$ cat config.mk
export PLATFORM = sky130hd
export DESIGN_NAME = jt12_snd_ser
export DESIGN_NICKNAME = d
export VERILOG_FILES = /design/src/rtl/jt12_pkg.sv /design/src/rtl/jt12_snd_bclk.sv /design/src/rtl/jt12_snd_ser.sv
export SDC_FILE = /design/constraint.sdc
export NUM_CORES = 1
export LEC_CHECK = 0
export BUFFER_PORTS_ARGS = -buffer_cell sky130_fd_sc_hd__clkbuf_2
export CORE_ASPECT_RATIO = 0.75
export CORE_MARGIN = 2
export CORE_UTILIZATION = 60
export CTS_BUF_LIST = sky130_fd_sc_hd__clkbuf_4
export CTS_CLUSTER_DIAMETER = 50
export DETAILED_ROUTE_END_ITERATION = 16
export PLACE_DENSITY = 0.83
export SYNTH_ARGS = -nofsm -noshare
export SYNTH_HDL_FRONTEND = slang
export SYNTH_HIERARCHICAL = 1
export SYNTH_SLANG_ARGS = --single-unit
$ cat constraint.sdc
create_clock -name clk -period 3.75 [get_ports clk]
set_clock_uncertainty 0.15 [all_clocks]
set_input_delay 0 -clock clk [delete_from_list [all_inputs] [get_ports clk]]
set_output_delay 0 -clock clk [all_outputs]
set_load 0.02 [all_outputs]
$ cat src/rtl/jt12_pkg.sv
// Shared definitions for the JT12 sound output path: serialiser FSM states
// and the native sample width produced by the accumulator stage.
package jt12_pkg;

    // Width of one accumulator output sample (two's complement)
    localparam int SAMPLE_W = 12;

    // Width of the bit-clock divider counter (BCLK_DIV up to 255)
    localparam int BCLK_CNT_W = 8;

    // Serialiser frame states
    typedef enum logic [1:0] {
        ST_IDLE  = 2'd0,
        ST_LEFT  = 2'd1,
        ST_RIGHT = 2'd2
    } snd_state_t;

endpackage

$ cat src/rtl/jt12_snd_bclk.sv
// Bit-clock generator: divides clk_en ticks down to bclk and flags the
// tick on which bclk rises or falls. Held at zero while run is low so every
// frame starts from the same phase.
module jt12_snd_bclk
    import jt12_pkg::*;
#(
    parameter int BCLK_DIV = 1
) (
    input  logic clk,
    input  logic rst,
    input  logic clk_en,
    input  logic run,
    output logic bclk,
    output logic rise,
    output logic fall
);

    localparam logic [BCLK_CNT_W-1:0] TERM = BCLK_CNT_W'(BCLK_DIV - 1);

    logic [BCLK_CNT_W-1:0] cnt_q, cnt_d;
    logic                  bclk_q, bclk_d;
    logic                  term;

    // Terminal count reached on an active tick: bclk toggles on this tick
    assign term = clk_en && run && (cnt_q == TERM);
    assign rise = term && !bclk_q;
    assign fall = term && bclk_q;
    assign bclk = bclk_q;

    // Next divider state: count while running, otherwise park at phase zero
    always_comb begin
        cnt_d  = cnt_q;
        bclk_d = bclk_q;
        if (!run) begin
            cnt_d  = '0;
            bclk_d = 1'b0;
        end else if (term) begin
            cnt_d  = '0;
            bclk_d = !bclk_q;
        end else begin
            cnt_d  = cnt_q + BCLK_CNT_W'(1);
        end
    end

    // Divider registers advance only on clk_en ticks
    always_ff @(posedge clk) begin
        if (rst) begin
            cnt_q  <= '0;
            bclk_q <= 1'b0;
        end else if (clk_en) begin
            cnt_q  <= cnt_d;
            bclk_q <= bclk_d;
        end
    end

endmodule

$ cat src/rtl/jt12_snd_ser.sv
// Stereo serialiser: latches a {left,right} sample pair into a one-deep
// holding register and shifts it out MSB first, left-justified, with
// lrclk low for the left slot and high for the right slot. Frames follow
// each other with no gap when a sample is already waiting.
module jt12_snd_ser
    import jt12_pkg::*;
#(
    parameter int BCLK_DIV = 1,
    parameter int SLOT_W   = 16
) (
    input  logic                       clk,
    input  logic                       rst,
    input  logic                       clk_en,
    input  logic                       sample,
    input  logic signed [SAMPLE_W-1:0] left,
    input  logic signed [SAMPLE_W-1:0] right,
    output logic                       bclk,
    output logic                       lrclk,
    output logic                       sdata,
    output logic                       busy,
    output logic                       overrun
);

    localparam int               FRAME_W  = 2 * SLOT_W;
    localparam int               BIT_W    = $clog2(SLOT_W);
    localparam logic [BIT_W-1:0] LAST_BIT = BIT_W'(SLOT_W - 1);

    snd_state_t                  state_q, state_d;
    logic signed [SAMPLE_W-1:0]  hold_l_q, hold_l_d;
    logic signed [SAMPLE_W-1:0]  hold_r_q, hold_r_d;
    logic                        hold_valid_q, hold_valid_d;
    logic [FRAME_W-1:0]          sr_q, sr_d;
    logic [BIT_W-1:0]            bit_q, bit_d;
    logic                        lrclk_q, lrclk_d;
    logic                        overrun_q, overrun_d;

    logic                        run;
    logic                        bclk_rise;
    logic                        bclk_fall;
    logic                        last_fall;
    logic                        consume;
    logic                        capture;
    logic [SLOT_W-1:0]           slot_l, slot_r;

    // The serialiser only needs the falling-edge strobe
    logic                        unused_rise;
    assign unused_rise = bclk_rise;

    assign run = (state_q != ST_IDLE);

    jt12_snd_bclk #(
        .BCLK_DIV (BCLK_DIV)
    ) u_bclk (
        .clk    (clk),
        .rst    (rst),
        .clk_en (clk_en),
        .run    (run),
        .bclk   (bclk),
        .rise   (bclk_rise),
        .fall   (bclk_fall)
    );

    // Falling edge that closes the final bit of the right slot
    assign last_fall = bclk_fall && (state_q == ST_RIGHT) && (bit_q == LAST_BIT);
    // Held sample moves into the shifter when idle or at the end of a frame
    assign consume   = hold_valid_q && ((clk_en && (state_q == ST_IDLE)) || last_fall);
    assign capture   = clk_en && sample;

    // Left-justify each 12-bit sample inside its slot, zero padded below
    always_comb begin
        slot_l = '0;
        slot_r = '0;
        slot_l[SLOT_W-1 -: SAMPLE_W] = hold_l_q;
        slot_r[SLOT_W-1 -: SAMPLE_W] = hold_r_q;
    end

    // Holding register: a consume frees the slot before a same-tick capture
    always_comb begin
        hold_l_d     = hold_l_q;
        hold_r_d     = hold_r_q;
        hold_valid_d = hold_valid_q;
        overrun_d    = 1'b0;
        if (capture) begin
            hold_l_d     = left;
            hold_r_d     = right;
            hold_valid_d = 1'b1;
            overrun_d    = hold_valid_q && !consume;
        end else if (consume) begin
            hold_valid_d = 1'b0;
        end
    end

    // Frame FSM next state, shifter and bit counter; all moves on bclk falls
    always_comb begin
        state_d = state_q;
        sr_d    = sr_q;
        bit_d   = bit_q;
        lrclk_d = lrclk_q;
        if (clk_en) begin
            case (state_q)
                ST_IDLE: begin
                    if (hold_valid_q) begin
                        state_d = ST_LEFT;
                        sr_d    = {slot_l, slot_r};
                        bit_d   = '0;
                        lrclk_d = 1'b0;
                    end
                end
                ST_LEFT: begin
                    if (bclk_fall) begin
                        sr_d = sr_q << 1;
                        if (bit_q == LAST_BIT) begin
                            state_d = ST_RIGHT;
                            bit_d   = '0;
                            lrclk_d = 1'b1;
                        end else begin
                            bit_d = bit_q + BIT_W'(1);
                        end
                    end
                end
                ST_RIGHT: begin
                    if (bclk_fall) begin
                        if (bit_q == LAST_BIT) begin
                            bit_d   = '0;
                            lrclk_d = 1'b0;
                            if (hold_valid_q) begin
                                state_d = ST_LEFT;
                                sr_d    = {slot_l, slot_r};
                            end else begin
                                state_d = ST_IDLE;
                                sr_d    = '0;
                            end
                        end else begin
                            sr_d  = sr_q << 1;
                            bit_d = bit_q + BIT_W'(1);
                        end
                    end
                end
                default: begin
                    state_d = ST_IDLE;
                    sr_d    = '0;
                    bit_d   = '0;
                    lrclk_d = 1'b0;
                end
            endcase
        end
    end

    // Control and shifter state; reset aborts any frame and drops the held sample
    always_ff @(posedge clk) begin
        if (rst) begin
            state_q      <= ST_IDLE;
            hold_valid_q <= 1'b0;
            sr_q         <= '0;
            bit_q        <= '0;
            lrclk_q      <= 1'b0;
            overrun_q    <= 1'b0;
        end else if (clk_en) begin
            state_q      <= state_d;
            hold_valid_q <= hold_valid_d;
            sr_q         <= sr_d;
            bit_q        <= bit_d;
            lrclk_q      <= lrclk_d;
            overrun_q    <= overrun_d;
        end
    end

    // Held sample data; only meaningful while hold_valid_q is set
    always_ff @(posedge clk) begin
        if (clk_en) begin
            hold_l_q <= hold_l_d;
            hold_r_q <= hold_r_d;
        end
    end

    assign sdata   = sr_q[FRAME_W-1];
    assign lrclk   = lrclk_q;
    assign busy    = run;
    assign overrun = overrun_q;

endmodule

-- Yosys cells after proc, flatten, opt, wreduce, memory -nomap -nowiden
Cells that the tools add are included.
- output and inout port bits: 5
- register bits: 74
- multiplexer cells: 30
- add/sub/neg operators: 2
- reductions and logical operators: 23
- equality and inequality tests: 10
- operators with widths (operator ; number):
    32-bit 2-to-1 mux ; 5
    32-bit one-hot mux with 3 select lines ; 1
    8-bit 2-to-1 mux ; 2
    4-bit 2-to-1 mux ; 3
    1-bit 2-to-1 mux ; 11
    2-bit 2-to-1 mux ; 5
    2-bit inequality test (second input constant) ; 5
    1-bit logical AND ; 9
    8-bit by 1-bit adder with 8-bit output (second input constant) ; 1
    8-bit zero test ; 1
    4-bit one-hot mux with 2 select lines ; 1
    2-bit one-hot mux with 3 select lines ; 1
    2-bit AND reduction ; 3
    6-bit AND reduction ; 1
    4-bit by 1-bit adder with 4-bit output (second input constant) ; 1
    4-bit == test (second input constant) ; 1
    2-bit by 1-bit inequality test with 1-bit output (second input constant) ; 2
    4-bit AND reduction ; 1
    2-bit nonzero test ; 2
    1-bit one-hot mux with 3 select lines ; 1
    3-bit AND reduction ; 1
    2-bit by 1-bit == test with 1-bit output (second input constant) ; 1
    2-bit == test (second input constant) ; 1
    1-bit zero test ; 2
    3 further kinds ; 3

-- Logic depth before layout (Yosys ltp)
Gate-level depths: netlist (run 1).
- word-level depth: 11
- gate-level depth with buffers: 10

-- By module
Netlist (run 1), hierarchy kept.
- by module, submodules not included (module ; instances ; area each (µm²) ; cells an instance):
    jt12_snd_ser ; 1 ; 2492.4 ; 204
    jt12_snd_bclk ; 1 ; 470.5 ; 53

-- Least setup slack after synthesis (run 1)
No wires, ideal clock.
- kind: reg-to-reg
- from: register u_bclk.cnt_q[0]
- to: register sr_q[10]
- slack: 759 ps
- stages on the path, launching flop included: 11
- buffers on the path: 1
- arrival: 2719 ps
- cell sequence: dfxtp_1 > inv_1 > ha_1 > or4b_4 > or4_4 > nor3_1 > o21ba_4 > nor3_2 > nor2_2 > buf_6 > a221o_1
- cells in the longest elaborated chain, start to end: 5
- elaborated cells on any way between the ends: 6
- classes of those cells: 2 x eq/ne; 4 x reduce/logical
- RTL lines (item ; RTL line ; source):
    start: declaration ; jt12_snd_bclk.sv:20 ; logic [BCLK_CNT_W-1:0] cnt_q, cnt_d;
    start signal: assignment ; jt12_snd_bclk.sv:51 ; cnt_q <= cnt_d;
    8-bit zero test (*) ; jt12_snd_bclk.sv:25 ; assign term = clk_en && run && (cnt_q == TERM);
    1-bit logical AND (*) ; jt12_snd_bclk.sv:25 ;
    1-bit logical AND (*) ; jt12_snd_bclk.sv:27 ; assign fall = term && bclk_q;
    named net bclk_fall ; jt12_snd_ser.sv:39 ; logic bclk_fall;
    2-bit inequality test (no line) ; n/a ;
    4-bit AND reduction (no line) (*) ; n/a ;
    end signal: assignment ; jt12_snd_ser.sv:161 ; sr_q <= sr_d;
    end: declaration ; jt12_snd_ser.sv:32 ; logic [FRAME_W-1:0] sr_q, sr_d;
The timed path passes the listed nets; every way through them passes the cells marked *.
A chain may end at the register's enable or synchronous reset.

-- Final worst setup path (run 1)
- from: register u_bclk.cnt_q[0]
- to: register sr_q[6]
Same word-level chain as after synthesis.

==> metrics.csv, run 1 <==
metric;value;unit
status;finished, final reports clean;
die width;85.08;microns
number of global-route vias before repair;2160;
worst hold path class;in -> reg;
Power Dens Cells;420.1;mW/mm^2
Syn Inst Count;256;
Die Y;64.81;microns
crit-path leading delay family;simple AND/OR/NAND/NOR gates;
slew at the pin closest to its max-slew limit;0.9175;ns
Tmin final;3.326;ns
TNS Setup;0;ns
drt via density;5.811;
Num CTS Buffers;9;
Core Area;0.004817;sq mm
Max-cap violations;0;
final hold vios;0;
I/O Buffers;32;
Sink Count;70;
max incr delay on CP;0.46;ns
first-pass GRT wire length;10040;microns
Placer Congestion;0.8102;
Max stage delay cell, worst path;or4b_4;
setup violators final;0;
critical-path cell list;inv_1 -> ha_1 -> or4b_4 -> or4_4 -> nor3_1 -> o21ba_4 -> nor4_4 -> buf_4 -> and2_4 -> a221o_1;
crit path DAT;3.53;ns
Syn Nets;292;
clock root buffer;clkbuf_4;
initial antenna violation count;0;
pin count of the biggest net entering global routing;32;
Max-slew headroom;0.3877;
synthesized area per cell;11.55;sq um
Synth-to-Final Area Change;19.08;%
CP Max Fanout;22;
fmax;300.7;MHz
initial DRC count;187;
CP required;3.96;ns
DRC viols;0;
CTS tree;done;
number of diodes;0;
post-detail-place hpwl;3638;microns
# rows;22;
commonest non-fill, non-tap cell in the layout;dfxtp_1;
Mapped Area;0.002958;sq mm
Die Area;0.005513;sq mm
Peak supply drop;0.4948;mV
H-tree depth;3;
via count of the routed design;2208;
crit path kind;reg -> reg;
clk buf depth;2;
DRT Wirelength;5932;microns
Initial Util;0.6140;
Core Util, Final;0.7312;
leakage power total;1.414;nW
Post-DRT Antenna Nets;0;
CP Capture Type;register;
fin crit share;0.8868;
Buf/Inv on CP;2;
Tot GR Track Use;0.2345;
clk_lat worst skew;0.41;ns
max-slew violations;0;
commonest non-fill, non-tap cells in the layout;46 x dfxtp_1, 32 x clkbuf_2, 27 x dlygate4sd3_1;
RSZ-0062 raised after global routing;false;
layout cells sized above 1;0.1969;
DRT Pass-1 Iters;5;
total grt overflow;0;
fin nets;351;
yosys warns;6;
wire length per cell;15.61;microns
# IOs;33;
Critical Path Start Type;register;
Clock Pin Slew Worst Setup and Hold Paths;0.12;ns
==> layer usage <==
| layer | vias up | wire length [microns] | track usage |
|---|---|---|---|
| met5 | - | 0 | 0 |
| met4 | 0 | 65 | 0.06746 |
| met3 | 8 | 260 | 0.07389 |
| met2 | 55 | 2809 | 0.3701 |
| met1 | 1058 | 2795 | 0.3135 |
| li1 | 1087 | - | - |
==> through the flow <==
step | setup slack [ns] | cell area (sq um) | std cells | power (mW) | hold WS [ns]
3_3_place_gp | 0.5548 | 3119 | 337 | 1.004 | 0.02668
5_1_grt | 0.2142 | 3522 | 380 | 1.543 | 0.09883
2_1_floorplan | 0.7685 | 2958 | 256 | 0.9706 | -0.08093
4_1_cts | 0.4651 | 3522 | 380 | 1.487 | 0.04251
6_report | 0.4244 | 3522 | 380 | 1.480 | 0.06042
3_5_place_dp | 0.4699 | 3119 | 337 | 1.009 | 0.02861
==> path summary, 6_finish.rpt <==
check                   from          to  slack (ns)  cells past startpoint
max          u_bclk/cnt_q[0]     sr_q[6]        0.42                     10
min                      rst  state_q[1]        0.06                      2
max reg2reg  u_bclk/cnt_q[0]     sr_q[6]        0.42                     10
min reg2reg            lrclk       lrclk        0.32                      2
==> layout make-up <==
class | instances | area, sq um
inverter | 11 | 41.29
multi-input combinational | 163 | 1194
timing repair buffer | 60 | 437.9
tap | 60 | 75.07
clock buffer | 9 | 67.56
sequential | 70 | 1642
fill | 314 | 1295
clock inverter | 7 | 65.06
==> state kept, by name, summed over array words and instances, names as in the netlist <==
signal	count
state_q	2
lrclk	1
hold_l_q	12
sr_q	28
u_bclk/cnt_q	8
hold_r_q	12
hold_valid_q	1
u_bclk/bclk	1
bit_q	4
overrun	1
==> report_power, final <==
part,internal (mW),total [mW],switching [mW]
registers,0.826,0.845,0.0189
clock network,0.199,0.461,0.262
logic,0.0762,0.173,0.0972
total,1.10,1.48,0.378
==> repair_timing <==
item / 4_1_cts / 5_1_grt
setup buffers: 0 / 0
resized for setup: 0 / 0
hold buffers: 27 / 0
endpoints found under the hold margin: 32 / 0
(Power assumes the default switching activity.)
==> inputs of run 2 (changes only) <==
--- a/config.mk
+++ b/config.mk
@@ -14,2 +14,3 @@
 export DETAILED_ROUTE_END_ITERATION = 16
+export GPL_TIMING_DRIVEN = 0
 export PLACE_DENSITY = 0.83
--- a/constraint.sdc
+++ b/constraint.sdc
@@ -4,2 +4,2 @@
 set_output_delay 0 -clock clk [all_outputs]
-set_load 0.02 [all_outputs]
+set_load 0.005 [all_outputs]
==> run 2 against run 1 <==
Net effect:
- first-iteration DRC count down 5.9%
- fmax down 4.5%
- non-clock buffer count up 11
- highest routed layer unchanged
- largest cell class unchanged
- flip-flop and latch count unchanged
- worst hold slack better by 0.068 ns
- critical path type unchanged
- count of clock-buffer cells in the layout unchanged
==> metrics.csv, run 2 (same netlist as run 1, synthesis figures left out) <==
metric;value;unit
status;finished, final reports clean;
slew at the pin closest to its max-slew limit;0.9260;ns
DRT met1 WL;2831;microns
fmax;287.3;MHz
Initial Util;0.6140;
Placer Congestion;0.8310;
setup violators final;0;
number of diodes;0;
initial DRC count;176;
leakage power total;1.476;nW
Core Area;0.004817;sq mm
Max-slew headroom;0.3820;
worst reg-to-reg setup slack;0.27;ns
Post-DRT Antenna Nets;0;
max reg flops;28;
first-pass GRT wire length;10230;microns
Buf/Inv on CP;2;
clk_lat worst skew;0.42;ns
metal3 WL;303;microns
post-detail-place hpwl;3948;microns
CP Max Fanout;10;
total grt overflow;0;
worst hold path class;in -> reg;
biggest regs;sr_q (28), hold_l_q (12), hold_r_q (12);
CTS tree;done;
DRC viols;0;
Post-CTS Setup Bufs;0;
Critical Path Start Type;register;
# rows;22;
initial antenna violation count;0;
I/O Buffers;32;
Max Used Layer;met4;
number of global-route vias before repair;2183;
die width;85.08;microns
Max stage delay cell, worst path;nor3_1;
max incr delay on CP;0.54;ns
via count of the routed design;2217;
Critical R2R Launch;u_bclk/cnt_q[0];
worst-case reg-to-reg path depth;10;
Met2 Wirelength;2744;microns
# IOs;33;
layout cells sized above 1;0.2175;
placed cells;348;
drt via density;5.670;
Synth-to-Final Area Change;22.59;%
clk buf depth;2;
crit path DAT;3.65;ns
pin count of the biggest net entering global routing;25;
CP required;3.92;ns
Die Y;64.81;microns
fin nets;362;
clock root buffer;clkbuf_4;
Most flops, register;sr_q;
TNS Setup;0;ns
critical-path cell list;inv_1 -> ha_1 -> or4b_4 -> or4_4 -> nor3_1 -> o21ba_4 -> nor3_2 -> nor2_2 -> buf_6 -> a221o_1;
wire length per cell;15.27;microns
crit path kind;reg -> reg;
Hold Startpoint;left[10];
commonest non-fill, non-tap cell in the layout;dfxtp_1;
RSZ-0062 raised after global routing;false;
DRT Pass-1 Iters;4;
Hold EP;hold_l_q[10];
hold path depth;2;
Num CTS Buffers;9;
commonest non-fill, non-tap cells in the layout;46 x dfxtp_1, 32 x clkbuf_2, 27 x dlygate4sd3_1;
Max-cap violations;0;
Power Dens Cells;435.1;mW/mm^2
Tmin final;3.481;ns
H-tree depth;3;
CP Capture Type;register;
crit-path leading delay family;simple AND/OR/NAND/NOR gates;
Peak supply drop;0.3084;mV
RR Endpoint;sr_q[10];
Tot GR Track Use;0.2405;
Sink Count;70;
DRT Wirelength;5969;microns
max-slew violations;0;
Finished Layout Cells;391;
final hold vios;0;
fin crit share;0.9282;
Die Area;0.005513;sq mm
Clock Pin Slew Worst Setup and Hold Paths;0.12;ns
-- run 2: cell types whose count changed in the layout (fill, tap and decap cells not counted), sizes merged --
cell / before / now
buf: 1 / 10
clkinv: 5 / 2
clkbuf: 41 / 43
inv: 11 / 13
bufinv: 1 / 2
-- run 2: layer usage --
metal,track usage,up-vias
li1,-,1105
met1,0.3211,1045
met2,0.3711,58
met3,0.06752,9
met4,0.09921,0
met5,0,-
-- run 2: report_power, final --
part	switching (mW)	internal [mW]	leakage (nW)	total (mW)
Sequential	0.0186	0.826	0.598	0.845
Combinational	0.0958	0.0856	0.791	0.181
Clock	0.279	0.272	0.0867	0.552
-- run 2: layout make-up --
| class | count | area (sq um) |
|---|---|---|
| Multi-Input combinational cell | 163 | 1194 |
| Timing Repair Buffer | 59 | 430.4 |
| Buffer | 12 | 81.33 |
| Clock buffer | 9 | 67.56 |
| Sequential cell | 70 | 1642 |
| Clock inverter | 7 | 95.09 |
| Tap cell | 60 | 75.07 |
| Fill cell | 305 | 1191 |
| Inverter | 11 | 41.29 |
-- run 2: worst max-delay path by stage --
stage,start,to,slack [ns],cells after the start
after floorplan,u_bclk/cnt_q[0],sr_q[10],0.77,10
after global placement,u_bclk/cnt_q[0],sr_q[13],0.43,10
after detailed placement,u_bclk/cnt_q[0],sr_q[10],0.37,10
after CTS,u_bclk/cnt_q[0],sr_q[10],0.37,10
after global routing,u_bclk/cnt_q[0],sr_q[11],0.13,10
final,u_bclk/cnt_q[0],sr_q[10],0.27,10
-- run 2: worst reg2reg max path: stages (launching register included) --
cell and delay, ns:
dfxtp_1 0.36, inv_1 0.07, ha_1 0.14, or4b_4 0.47, or4_4 0.45, nor3_1 0.54, o21ba_4 0.26, nor3_2 0.31
nor2_2 0.13, buf_6 0.17, a221o_1 0.35
-- run 2: timing repair --
item	4_1_cts	5_1_grt
gates resized for setup	0	0
hold buffers	27	0
hold endpoints to repair	38	0
-- run 2: per-stage QoR --
stage | setup slack (ns) | instance area, sq um | hold slack, ns | utilization | total power [mW]
2_1_floorplan | 0.7685 | 2958 | -0.08093 | - | 0.9673
3_3_place_gp | 0.4341 | 3193 | 0.02671 | 0.6629 | 1.012
3_5_place_dp | 0.3739 | 3193 | 0.02861 | 0.6629 | 1.020
4_1_cts | 0.3667 | 3626 | 0.1105 | 0.7527 | 1.585
5_1_grt | 0.1289 | 3626 | 0.1032 | 0.7527 | 1.645
6_report | 0.2691 | 3626 | 0.1285 | 0.7527 | 1.578
